### src/rtl/rv32_pkg.sv
// Shared RV32 core definitions: funct3 width codes, opcodes and LSU states.
// Imported by the load/store unit and its byte-lane helper.
package rv32_pkg;

    localparam logic [2:0] F3_B  = 3'b000;
    localparam logic [2:0] F3_H  = 3'b001;
    localparam logic [2:0] F3_W  = 3'b010;
    localparam logic [2:0] F3_BU = 3'b100;
    localparam logic [2:0] F3_HU = 3'b101;

    localparam logic [6:0] OPC_LOAD  = 7'b0000011;
    localparam logic [6:0] OPC_STORE = 7'b0100011;

    typedef enum logic [1:0] {
        LSU_IDLE,
        LSU_BUS,
        LSU_RESP
    } lsu_state_e;

endpackage

### src/rtl/rv32_lsu_align.sv
// Byte-lane helper: strobes, lane replication, access legality
// and load-data extraction/extension for one RV32 access.
module rv32_lsu_align
    import rv32_pkg::*;
(
    input  logic        we,
    input  logic [2:0]  funct3,
    input  logic [1:0]  addr_lo,
    input  logic [31:0] wdata,
    input  logic [31:0] rdata,
    output logic [3:0]  strb,
    output logic [31:0] wdata_rep,
    output logic        illegal,
    output logic        misaligned,
    output logic [31:0] rdata_ext
);

    logic [7:0]  rd_byte;
    logic [15:0] rd_half;

    assign rd_byte = rdata[{addr_lo, 3'b000} +: 8];
    assign rd_half = addr_lo[1] ? rdata[31:16] : rdata[15:0];

    // Decode width: strobe, replicated store data, legality.
    always_comb begin
        strb       = 4'b0000;
        wdata_rep  = wdata;
        illegal    = 1'b0;
        misaligned = 1'b0;
        case (funct3)
            F3_B: begin
                strb      = 4'b0001 << addr_lo;
                wdata_rep = {4{wdata[7:0]}};
            end
            F3_H: begin
                strb       = 4'b0011 << {addr_lo[1], 1'b0};
                wdata_rep  = {2{wdata[15:0]}};
                misaligned = addr_lo[0];
            end
            F3_W: begin
                strb       = 4'b1111;
                misaligned = |addr_lo;
            end
            F3_BU: illegal = we;
            F3_HU: begin
                illegal    = we;
                misaligned = addr_lo[0];
            end
            default: illegal = 1'b1;
        endcase
        if (!we) begin
            strb = 4'b0000;
        end
    end

    // Select the addressed byte/halfword and extend it.
    always_comb begin
        rdata_ext = 32'h0;
        case (funct3)
            F3_B:    rdata_ext = {{24{rd_byte[7]}}, rd_byte};
            F3_H:    rdata_ext = {{16{rd_half[15]}}, rd_half};
            F3_W:    rdata_ext = rdata;
            F3_BU:   rdata_ext = {24'h0, rd_byte};
            F3_HU:   rdata_ext = {16'h0, rd_half};
            default: rdata_ext = 32'h0;
        endcase
    end

endmodule

### src/rtl/rv32_lsu_bs.sv
// RV32 load/store unit: turns core accesses into word-aligned
// strobed bus transfers with wait-state handling and a timeout.
module rv32_lsu_bs
    import rv32_pkg::*;
#(
    parameter int TIMEOUT_CYCLES = 255,
    parameter int TO_W           = 8
) (
    input  logic        clk,
    input  logic        rstn,
    input  logic        req_valid,
    output logic        req_ready,
    input  logic        req_we,
    input  logic [2:0]  req_funct3,
    input  logic [31:0] req_addr,
    input  logic [31:0] req_wdata,
    output logic        resp_valid,
    output logic [31:0] resp_rdata,
    output logic        resp_err,
    output logic        mem_valid,
    input  logic        mem_ready,
    output logic [31:0] mem_addr,
    output logic [3:0]  mem_we,
    output logic [31:0] mem_wdata,
    input  logic [31:0] mem_rdata
);

    localparam bit TO_EN = (TIMEOUT_CYCLES != 0);
    localparam logic [TO_W-1:0] TO_LAST = TO_W'(TIMEOUT_CYCLES - 1);

    lsu_state_e state;
    lsu_state_e state_n;

    logic            lat_we;
    logic [2:0]      lat_f3;
    logic [1:0]      lat_lo;
    logic [TO_W-1:0] to_cnt;

    logic        idle;
    logic        accept;
    logic        bad;
    logic        to_fire;
    logic        a_we;
    logic [2:0]  a_f3;
    logic [1:0]  a_lo;
    logic [3:0]  al_strb;
    logic [31:0] al_wdata;
    logic        al_illegal;
    logic        al_misaligned;
    logic [31:0] al_rdata;

    assign idle       = (state == LSU_IDLE);
    assign req_ready  = idle;
    assign mem_valid  = (state == LSU_BUS);
    assign resp_valid = (state == LSU_RESP);
    assign accept     = req_valid & idle;
    assign bad        = al_illegal | al_misaligned;
    assign to_fire    = TO_EN && (to_cnt == TO_LAST);

    // The helper sees the live request while idle, the held one after.
    assign a_we = idle ? req_we          : lat_we;
    assign a_f3 = idle ? req_funct3      : lat_f3;
    assign a_lo = idle ? req_addr[1:0]   : lat_lo;

    rv32_lsu_align u_align (
        .we         (a_we),
        .funct3     (a_f3),
        .addr_lo    (a_lo),
        .wdata      (req_wdata),
        .rdata      (mem_rdata),
        .strb       (al_strb),
        .wdata_rep  (al_wdata),
        .illegal    (al_illegal),
        .misaligned (al_misaligned),
        .rdata_ext  (al_rdata)
    );

    // State register; reset abandons any bus transfer at once.
    always_ff @(posedge clk or negedge rstn) begin
        if (!rstn) begin
            state <= LSU_IDLE;
        end else begin
            state <= state_n;
        end
    end

    // Next state: errors skip the bus, ready beats the timeout.
    always_comb begin
        state_n = state;
        case (state)
            LSU_IDLE: begin
                if (accept) begin
                    state_n = bad ? LSU_RESP : LSU_BUS;
                end
            end
            LSU_BUS: begin
                if (mem_ready || to_fire) begin
                    state_n = LSU_RESP;
                end
            end
            LSU_RESP: state_n = LSU_IDLE;
            default:  state_n = LSU_IDLE;
        endcase
    end

    // Request latch, bus drive registers, timeout count and response.
    always_ff @(posedge clk or negedge rstn) begin
        if (!rstn) begin
            lat_we     <= 1'b0;
            lat_f3     <= 3'b000;
            lat_lo     <= 2'b00;
            to_cnt     <= '0;
            mem_addr   <= 32'h0;
            mem_we     <= 4'b0000;
            mem_wdata  <= 32'h0;
            resp_rdata <= 32'h0;
            resp_err   <= 1'b0;
        end else begin
            case (state)
                LSU_IDLE: begin
                    if (accept) begin
                        lat_we    <= req_we;
                        lat_f3    <= req_funct3;
                        lat_lo    <= req_addr[1:0];
                        to_cnt    <= '0;
                        mem_addr  <= {req_addr[31:2], 2'b00};
                        mem_we    <= al_strb;
                        mem_wdata <= al_wdata;
                        if (bad) begin
                            resp_rdata <= 32'h0;
                            resp_err   <= 1'b1;
                        end
                    end
                end
                LSU_BUS: begin
                    if (mem_ready) begin
                        resp_rdata <= lat_we ? 32'h0 : al_rdata;
                        resp_err   <= 1'b0;
                    end else if (to_fire) begin
                        resp_rdata <= 32'h0;
                        resp_err   <= 1'b1;
                    end else begin
                        to_cnt <= to_cnt + TO_W'(1);
                    end
                end
                default: ;
            endcase
        end
    end

endmodule

### config.mk
export PLATFORM = sky130hd
export DESIGN_NAME = rv32_lsu_bs
export DESIGN_NICKNAME = d
export VERILOG_FILES = /design/src/rtl/rv32_pkg.sv /design/src/rtl/rv32_lsu_align.sv /design/src/rtl/rv32_lsu_bs.sv
export SDC_FILE = /design/constraint.sdc
export NUM_CORES = 1
export LEC_CHECK = 0
export ABC_AREA = 1
export CORE_AREA = 2 2 102 143
export CTS_CLUSTER_SIZE = 12
export DETAILED_ROUTE_END_ITERATION = 10
export DIE_AREA = 0 0 104 145
export GPL_TIMING_DRIVEN = 0
export PLACE_DENSITY = 0.78
export REMOVE_ABC_BUFFERS = 1
export SYNTH_ARGS = -nofsm -noshare
export SYNTH_HDL_FRONTEND = slang
export SYNTH_SLANG_ARGS = --single-unit
### constraint.sdc
create_clock -name clk -period 1.9 [get_ports clk]
set_clock_uncertainty 0.1 [all_clocks]
set_input_delay 0.38 -clock clk [delete_from_list [all_inputs] [get_ports clk]]
set_output_delay 0.38 -clock clk [all_outputs]
set_load 0.03 [all_outputs]
==> impl_summary.md <==
Routing
The final routed wirelength across all metal layers is 23.4 mm. The antenna violation net count after detailed routing is 0. The number of search-and-repair iterations in the first detailed-routing pass is 7.

The violation count after the first detailed-route iteration is approximately 600. The average routed wire per standard cell is 17.7 um. The number of vias in the routed layout is 6961. The count of unresolved DRC violations after routing is 0.

Dividing the detail-routed via count by the number of cells gives 5.26.

Critical path
In this run the worst path has a maximum fanout of 9. At the worst endpoint, the arrival time is around 2.3 ns. For the worst flop-to-flop path, the logic depth is 11. In this run the critical register-to-register path is captured at resp_err$_DFFE_PN0P_. The element type at the critical path end is a flop.

The worst setup path is launched from a flop. The required time of the critical path is 2.07 ns. By startpoint and endpoint, the worst setup path is classified as flop to flop. Setup slack on the worst reg-to-reg path comes out at -0.26 ns.

The critical register-to-register path startpoint is state[0]$_DFFE_PN0P_.

Hold path
The number of stages on the worst hold path is 2. The path with the worst hold slack has its endpoint at resp_rdata[4]$_DFFE_PN0P_. The worst hold path begins at resp_rdata[4]$_DFFE_PN0P_. The type of the tightest min-delay check is flop to flop.

Power
In this run the power spent charging and discharging nets is about 8.6 mW. The clock network is responsible for between 10% and 20% of the overall power. Net switching is 48.7% of the power.

The internal power of the cells is between 9 and 10 mW. Per report_power, the sequential group accounts for between 20 and 25% of the total. The power density of the placed cells is 1810 nW/um^2.

In this run the static leakage power is around 5.3 nW. In this run, the combinational gates consume 58.3% of the power. VDD sags by at most 0.801 mV. After layout, the design draws a total of ~18 mW.

Outcome
The flow ran to the end, but the final reports show violations. The checks that failed: negative setup slack.

Synthesis
The cell accounting for the most synthesized area is dfrtp_1. Sorting the synthesized cells by area gives the leading types as dfrtp_1 47%, nand2_1 25%, nor2_1 7.2%. Yosys mapped the design onto 29 distinct sky130hd cell types. Summing every instance area after synthesis gives 6110 um^2. After synthesis the netlist holds a flip-flop and latch count of 115. Counting every instance in the synthesized netlist gives around 900. The count of flip-flops with a built-in enable after synthesis is 0. The top cell type by area accounts for 47.1% of the synthesized area. Of all flip-flops after synthesis, the portion carrying an async set or reset was 100%. The prevailing post-synth register cell is dfrtp_1. The sequential cell area fraction in the yosys report is between 40% and 50%. The average instance in the mapped netlist occupies 6.95 um^2. The number of warnings issued by yosys is 0.

Run
The tool flagged a number of max-cap violations equal to 0.

Placed design
At the end of routability-driven placement, the weighted congestion stood at a little under 0.9. Once detailed placement completed, the half-perimeter wirelength came to 12.9 mm. The cell total after placement is between 1k and 1.5k. Before CTS, the worst setup slack after placement is -1.58 ns. The standard cell area after detailed placement is 8250 um^2.

The count of input and output buffers is 205.

GRT
The number of antenna violations at the first check in global routing came to 0. The sum of overflow across all layers after global routing is 0. The via count of the first global-routing pass is 6574. Entering global routing, the biggest net connects 67 pins. Across every metal layer, demand over resource in global routing totals between 20% and 30%.

The global-route wire length before repair is between 30 and 40 mm.

Cells and area
The final cell area excluding filler cells is between 9000 and 10000 um^2. Cells fill 71.0% of the core in the end. The multi-input combinational cells in the finished layout cover a total of 3260 um^2. 0 antenna diodes ended up in the layout. Registers take 2880 um^2. For this run, the number of standard cells in the final layout without fillers is 1324. At the end of the flow, the number of nets in the layout was 1232. The area added between synthesis and finish is 60.2%. The filler cell count in the final layout is 1060. In the final layout, the share of cells above drive strength 1 is 14.7%.

CTS
TritonCTS built the clock tree. The root buffer cell chosen for the clock tree is clkbuf_16. The buffer depth of the longest clock path is 2. The clock network latency to the later pin of the worst-skew pair is 0.42 ns. After clock tree synthesis, the clock-pin slew on the worst setup and hold paths is 0.06 ns. Buffers inserted during clock tree synthesis total 17. The maximum level of the CTS H-tree is 4. The clock sink total is 115.

Floorplan
The die is 104 um wide. The number of placement rows is between 50 and 60. The height of the die is 145 um. The top-level port count is 208.

The starting density of the core is 44.3%. The standard cell core area is 13800 um^2. The floorplan step defined a die boundary enclosing 15100 um^2.

Timing
The maximum frequency from static timing analysis is 0.463 GHz. The final critical-path share of the clock period is 114%. The final critical delay including setup and external delays is roughly 2.2 ns. For the final routed database, the setup TNS stands at -3.64 ns. The worst pin sits at a relative slew slack of a little under 60%. Setup slack on the critical path of the routed design comes to -0.260 ns.

The tightest hold path in the finished design has a slack of 0.361 ns. The hold violation count in the final report came to 0. Setup violations remaining at the end of the flow were counted as 40. Setup repair after global routing could not meet its margin everywhere. The count of final max-slew check failures is 0.

The pin slew with the least headroom to its limit is 0.627 ns.
==> layout make-up <==
type	instances	area share, %
Clock inverter	13	1.88
Inverter	73	3.22
Clock buffer	19	4.53
Tap cell	185	2.37
Timing Repair Buffer	252	25.2
Multi-Input combinational cell	667	33.4
Sequential cell	115	29.4
==> what timing repair did <==
| action | in CTS | in global routing |
|---|---|---|
| cloned | 9 | 4 |
| endpoints found under the setup margin | 210 | 71 |
| buffers inserted | 26 | 16 |
| resized for setup | 184 | 52 |
| pin swaps | 16 | 24 |
| endpoints found under the hold margin | 49 | 0 |
| hold buffers | 1 | 0 |
==> per-layer routing <==
metal  GRT usage (%)  routed length [um]
met1            30.5                8230
met2            48.9               11700
met3            8.04                2110
met4            14.3                1360
met5               0                   0
==> registers in the layout, summed over array words and instances, names as in the netlist, 2 cells and up <==
| name | flops |
|---|---|
| mem_we | 4 |
| resp_rdata | 32 |
| lat_f3 | 3 |
| mem_addr | 30 |
| state | 2 |
| to_cnt | 8 |
| lat_lo | 2 |
| mem_wdata | 32 |
==> cells by family (layout without fill, tap and decap cells) <==
family | after synthesis | in the layout | synth area share (%)
fa+ha+maj | 2 | 2 | 0.410
simple gates | 590 | 601 | 39.0
buf+inv | 110 | 357 | 8.11
other cells | 1 | 2 | 0.0614
flops | 115 | 115 | 47.1
compound gates | 61 | 62 | 5.33
==> cell usage in the layout (no fill, tap or decap), drive strengths merged, types with 2 or more instances in the layout <==
cell type / synthesis / final
a21oi: 17 / 17
buf: 25 / 49
bufinv: 0 / 4
clkbuf: 12 / 19
clkdlybuf4s50: 0 / 102
clkinv: 2 / 8
clkinvlp: 0 / 3
conb: 1 / 2
dfrtp: 115 / 115
dlygate4sd2: 0 / 98
ha: 2 / 2
inv: 71 / 71
nand2: 410 / 414
nand3: 48 / 53
nand4: 7 / 7
nor2: 123 / 125
o21a: 2 / 2
o21ai: 42 / 43
==> power groups by stage <==
stage	combinational [mW]	clock [mW]	sequential (mW)
after CTS	8.90	3.44	3.96
after global routing	10.9	3.57	4.09
after floorplan	3.25	0	5.66
after global placement	8.02	0	3.94
after detailed placement	8.14	0	3.98
final	10.3	3.42	3.97
==> cells in the mapped netlist, types with 3 or more instances <==
master / n
nand2_2: 6
buf_6: 6
nand3_1: 46
nand4_1: 7
nor2_1: 117
inv_1: 67
buf_1: 3
inv_2: 4
clkbuf_1: 12
buf_2: 9
buf_4: 7
nor2_4: 4
o21ai_0: 39
dfrtp_1: 115
nand2_1: 402
a21oi_1: 15
==> how the worst max path moves through the flow <==
| stage | slack, ns | cells past startpoint | from | endpoint |
|---|---|---|---|---|
| floorplan | -3.02 | 7 | state[1]$_DFFE_PN0P_ | to_cnt[1]$_DFFE_PN0P_ |
| global placement | -5.80 | 7 | req_valid | to_cnt[1]$_DFFE_PN0P_ |
| detailed placement | -1.58 | 10 | req_funct3[2] | resp_rdata[4]$_DFFE_PN0P_ |
| CTS | -0.01 | 9 | state[1]$_DFFE_PN0P_ | resp_err$_DFFE_PN0P_ |
| global route | -0.31 | 11 | state[0]$_DFFE_PN0P_ | resp_err$_DFFE_PN0P_ |
| finish | -0.26 | 11 | state[0]$_DFFE_PN0P_ | resp_err$_DFFE_PN0P_ |
==> worst max-delay path, stage by stage (launching register included) <==
cell and delay, ns:
dfrtp_2 0.48, nor2_4 0.23, buf_6 0.16, nand2_1 0.11, o21ai_4 0.14, nand2_1 0.13, nand2_2 0.11, nor2_4 0.06
nand2_8 0.13, nand2_8 0.11, nand2_1 0.14, nand2_1 0.13
Note: power is estimated with default switching activity, not from simulation.
